<file path="src/rtl/uart_transmitter_if.sv">
// uart_transmitter_if: host byte handshake (start/data/ready/done) and the serial tx line.
interface uart_transmitter_if;
  logic start;
  logic [7:0] data;
  logic tx;
  logic ready;
  logic done;
  modport master (output start, data, input tx, ready, done);
  modport slave (input start, data, output tx, ready, done);
endinterface

</file>
<file path="src/rtl/uart_transmitter.sv">
// uart_transmitter: 8N1 LSB-first UART transmitter, idle-high line.
// Define UART_TX_PARITY_EN to insert an even-parity bit between the data bits and the stop bit.
module uart_transmitter #(
  parameter int CLKS_PER_BIT = 1041,
  parameter int CNT_W = $clog2(CLKS_PER_BIT)
) (
  input logic clk,
  input logic reset,
  uart_transmitter_if.slave bus
);
`ifdef UART_TX_PARITY_EN
  typedef enum logic [2:0] {IDLE, START, DATA, PARITY, STOP} state_t;
`else
  typedef enum logic [1:0] {IDLE, START, DATA, STOP} state_t;
`endif
  localparam logic [CNT_W-1:0] LAST = CNT_W'(CLKS_PER_BIT - 1);
  state_t state, state_d;
  logic [CNT_W-1:0] cnt, cnt_d;
  logic [2:0] idx, idx_d;
  logic [7:0] sh, sh_d;
  logic tx, tx_d, done, done_d, expire;
`ifdef UART_TX_PARITY_EN
  logic par, par_d;
`endif
  assign expire = cnt == LAST;
  assign bus.tx = tx;
  assign bus.ready = state == IDLE;
  assign bus.done = done;
  // tx is registered from its next value so the line never glitches between bits
  always_comb begin
    state_d = state;
    cnt_d = (state == IDLE || expire) ? '0 : cnt + 1'b1;
    idx_d = idx;
    sh_d = sh;
    tx_d = tx;
    done_d = 1'b0;
`ifdef UART_TX_PARITY_EN
    par_d = par;
`endif
    case (state)
      IDLE: if (bus.start) begin
        state_d = START;
        sh_d = bus.data;
        idx_d = '0;
        tx_d = 1'b0;
`ifdef UART_TX_PARITY_EN
        par_d = ^bus.data;
`endif
      end
      START: if (expire) begin
        state_d = DATA;
        tx_d = sh[0];
      end
      DATA: if (expire) begin
        idx_d = idx + 1'b1;
        sh_d = sh >> 1;
`ifdef UART_TX_PARITY_EN
        state_d = idx == 3'd7 ? PARITY : DATA;
        tx_d = idx == 3'd7 ? par : sh[1];
`else
        state_d = idx == 3'd7 ? STOP : DATA;
        tx_d = idx == 3'd7 ? 1'b1 : sh[1];
`endif
      end
`ifdef UART_TX_PARITY_EN
      PARITY: if (expire) begin
        state_d = STOP;
        tx_d = 1'b1;
      end
`endif
      STOP: if (expire) begin
        state_d = IDLE;
        done_d = 1'b1;
      end
      default: state_d = IDLE;
    endcase
  end
  always_ff @(posedge clk or negedge reset) begin
    if (!reset) begin
      state <= IDLE;
      cnt <= '0;
      idx <= '0;
      sh <= '0;
      tx <= 1'b1;
      done <= 1'b0;
`ifdef UART_TX_PARITY_EN
      par <= 1'b0;
`endif
    end else begin
      state <= state_d;
      cnt <= cnt_d;
      idx <= idx_d;
      sh <= sh_d;
      tx <= tx_d;
      done <= done_d;
`ifdef UART_TX_PARITY_EN
      par <= par_d;
`endif
    end
  end
endmodule

</file>
<file path="src/flat_wrapper.sv">
// flat-port wrapper written by rule: the top's interface ports become plain ports
module uart_transmitter_flat 
#(
  parameter int CLKS_PER_BIT = 1041,
  parameter int CNT_W = $clog2(CLKS_PER_BIT)
)
  (clk, reset, bus_start, bus_data, bus_tx, bus_ready, bus_done);
  uart_transmitter_if bus_i ();
  input logic clk;
  input logic reset;
  input wire logic [$bits(bus_i.start)-1:0] bus_start;
  input wire logic [$bits(bus_i.data)-1:0] bus_data;
  output wire logic [$bits(bus_i.tx)-1:0] bus_tx;
  output wire logic [$bits(bus_i.ready)-1:0] bus_ready;
  output wire logic [$bits(bus_i.done)-1:0] bus_done;
  assign bus_i.start = bus_start;
  assign bus_i.data = bus_data;
  assign bus_tx = bus_i.tx;
  assign bus_ready = bus_i.ready;
  assign bus_done = bus_i.done;
  uart_transmitter #(.CLKS_PER_BIT(CLKS_PER_BIT), .CNT_W(CNT_W)) u_core (.clk(clk), .reset(reset), .bus(bus_i));
endmodule
</file>
<file path="config.mk">
export PLATFORM = sky130hd
export DESIGN_NAME = uart_transmitter_flat
export DESIGN_NICKNAME = d
export VERILOG_FILES = /design/src/rtl/uart_transmitter_if.sv /design/src/rtl/uart_transmitter.sv /design/src/flat_wrapper.sv
export SDC_FILE = /design/constraint.sdc
export NUM_CORES = 1
export LEC_CHECK = 0
export CORE_MARGIN = 3
export CORE_UTILIZATION = 50
export CTS_CLUSTER_SIZE = 10
export DETAILED_ROUTE_END_ITERATION = 10
export GPL_ROUTABILITY_DRIVEN = 0
export PLACE_DENSITY = 0.71
export RECOVER_POWER = 25
export SETUP_SLACK_MARGIN = 0.1
export SLEW_MARGIN = 25
export SYNTH_ARGS = -nofsm -noshare
export SYNTH_HDL_FRONTEND = slang
export SYNTH_SLANG_ARGS = --single-unit
</file>
<file path="constraint.sdc">
create_clock -name clk -period 2.2 [get_ports clk]
set_input_delay 0.22 -clock clk [delete_from_list [all_inputs] [get_ports clk]]
set_output_delay 0.22 -clock clk [all_outputs]
set_load 0.1 [all_outputs]
</file>
==> summary.md <==
| Metric | Value |
|---|---|
| Number of synthesized register bits | `26` |
| Tmin final | `1.90 ns` |
| Die area | `0.00360 mm²` |
| Post-route cell area | `0.00166 mm²` |
| Post-Route Setup TNS | `0 ns` |
| Maximum VDD drop | `0.343 mV` |
| CP max FO | `10` |
| Htree depth | `1` |
| Number of antenna violations at the first check in global routing | `0` |
| Vias | `983` |
| Drt via density | `5.55` |
| Number of global-route vias before repair | `1033` |
| HPWL Detailed | `1.86 mm` |
| Core footprint | `0.00261 mm²` |
| Largest cells by area after synthesis | `dfrtp_1 (43%), mux2_2 (8.5%), ha_1 (7.7%)` |
| First-pass GRT wire length | `4.39 mm` |
| Initial Util | `55.7%` |
| Crit Path Category | `reg -> reg` |
| Endpoints failing setup | `0` |
| CTS Buffer Depth | `2` |
| Syn Std Cell Area | `0.00146 mm²` |
| Worst setup EP type | `flip-flop` |
| Worst slew margin | `8.52%` |
| Asr flop ratio synth | `100%` |
| Syn nets | `151` |
| Worst r2r path cells | `4` |
| Mean Syn Cell Area | `11.1 µm²` |
| Area growth, synth to finish | `13.7%` |
| Distinct cell type count after synthesis | `33` |
| Post-route ant nets | `0` |
| Crit path to | `u_core.state[1]` |
| Final cycle utilization of the critical path | `86.2%` |
| 1st-pass router iterations | `4` |
| GR Overflow Total | `0` |
| Upper clock frequency limit | `527 MHz` |
| Critical Path RT | `2.42 ns` |
| DP Area | `0.00162 mm²` |
| WHS Path Cells | `1` |
| Clk_skew | `0.00747 ns` |
| Die height | `60.0 µm` |
| P per Cell Area | `455 mW/mm²` |
| WL final | `2.53 mm` |
| Fin nets | `168` |
| Syn. warnings | `0` |
| Worst-path clk slew | `0.14 ns` |
| Global Route Usage Sum | `16.0%` |
| Worst skew pair latency | `0.32 ns` |
| Clock sinks | `26` |
| Die W | `60.0 µm` |
| Main flop type after synthesis | `dfrtp_1` |
| Worst Setup SP | `u_core.cnt[7]` |
| IO Port Bufs | `13` |
| Ant. Diodes | `0` |
| R2r setup slk | `0.30 ns` |
| Most common library cells after synthesis | `dfrtp_1 (25), nor2_1 (16), mux2_2 (11)` |
| LEAKAGE | `0.000768 µW` |
| Mapped Cells | `131` |
| Unrepaired setup endpoints after global routing | `false` |
| Iteration-0 DRC Markers | `21` |
| Max Cap Viol | `0` |
| CTS Hold Buffers Added | `0` |
| TritonCTS clock tree | `done` |
| Post-CTS sizing | `0` |
| Share of cells above drive strength 1 | `22.4%` |
| WL per Instance | `14.3 µm` |
| Top cell type's share of synthesized area | `43.0%` |
| Beginning of the worst hold path | `u_core.sh[7]` |
| Most frequent cell after synthesis | `dfrtp_1` |
| Outcome | `finished clean` |
| Remaining DRCs | `0` |
| Critical path launch point type | `flip-flop` |
| Least-Margin Pin Slew | `1.37 ns` |
| Largest net degree at the start of global routing | `27` |
| Reg2Reg Launch Point | `u_core.cnt[7]` |
| Crit path arrival time | `2.12 ns` |
| HP Class | `reg -> reg` |
| IO Count | `14` |
| Post-CTS setup repair buffer count | `0` |
| Num CTS Buffers | `3` |
| Num rows | `18` |
| Post-synth EDFFs | `0` |
| Hold Violations, Final | `0` |
| Clock Tree Root | `clkbuf_4` |
| Post-synthesis sequential area ratio | `44.8%` |
| Synth area leader | `dfrtp_1` |
| Max-slew violations | `0` |
| R2R Path End | `u_core.state[1]` |
-- cell type report --
class / instances / area [µm²]
sequential: 26 / 652
multi-input combinational: 95 / 767
timing repair buffer: 16 / 141
tap: 30 / 37.5
inverter: 6 / 22.5
clock buffer: 4 / 36.3
fill: 220 / 956
-- registers in the layout, indices dropped and copies added (netlist names) --
signal	cells
u_core.cnt	11
u_core.sh	8
u_core.idx	3
u_core.state	2
u_core.bus.done	1
u_core.bus.tx	1
-- routing by layer --
metal	GRT usage, %	share of wire (%)	vias to the layer above
li1	-	-	486
met1	20.4	49	480
met2	27.3	47	15
met3	2.59	3.4	2
met4	5.70	1.0	0
met5	0	0	-
-- placed cells by master (no fill, tap or decap) --
cell type	synthesis	routed
and4_1	2	2
clkbuf_8	0	1
o21ba_2	1	1
buf_4	1	5
o311ai_0	2	2
nor4b_2	1	1
dfstp_2	1	1
a21boi_0	1	1
dfrtp_1	25	25
clkbuf_4	0	3
mux2_2	11	11
nor2b_1	2	2
a21oi_1	1	1
mux2_4	7	7
ha_4	0	1
o21ai_4	1	1
nand3_1	4	4
nor4_1	1	1
ha_1	9	8
clkbuf_1	0	1
o21ai_0	5	5
o21ai_1	1	1
dlygate4sd3_1	0	1
nand4_1	3	3
nand2_1	8	8
or2_2	1	1
a21o_1	1	1
and2_1	1	1
nor3_1	3	3
xnor2_1	5	5
xor2_1	4	4
and3_1	2	2
clkdlybuf4s50_1	0	9
nor2_1	16	16
inv_1	6	6
mux2i_1	2	2
-- where the power goes --
part           internal (µW)  leakage, µW  total (µW)  switching (µW)
Clock                    101    0.0000210         242             141
Sequential               478     0.000330         478               0
Combinational           20.2     0.000417        33.6            13.4
-- worst max-delay path: stages (launching register included) --
cell	delay, ns
dfrtp_1	0.45
nor4_1	0.26
and4_1	0.51
o21ba_2	0.24
mux2_2	0.33
-- worst min-delay path by stage --
stage                                  to  slack, ns
after floorplan           u_core.bus.done      -0.08
after global placement       u_core.sh[7]       0.46
after detailed placement     u_core.sh[7]       0.48
after CTS                   u_core.idx[1]       0.24
after global routing         u_core.sh[7]       0.53
final                        u_core.sh[7]       0.50
-- per-stage QoR --
step                instances  hold WS [ns]  setup WS (ns)  total power [µW]  util, %
floorplan                 131       -0.0756          0.258               493        -
global placement          173         0.457          0.326               522     62.2
detailed placement        173         0.476          0.319               523     62.2
CTS                       177         0.235          0.296               770     63.6
global route              177         0.528          0.165               788     63.4
finish                    177         0.499          0.304               754     63.4
-- cells by family (layout without fill, tap and decap cells) --
group	Yosys count	in the layout	share of synthesized area, %
AO/OA/AOI/OAI	13	13	6.44
buffers and inverters	10	26	3.44
flip-flops	26	26	44.8
AND/OR/NAND/NOR	44	44	15.1
XOR/XNOR	9	9	5.41
multiplexers	20	20	17.1
adder cells (fa/ha/maj)	9	9	7.73
No activity file was read; power rests on OpenSTA's default activity.
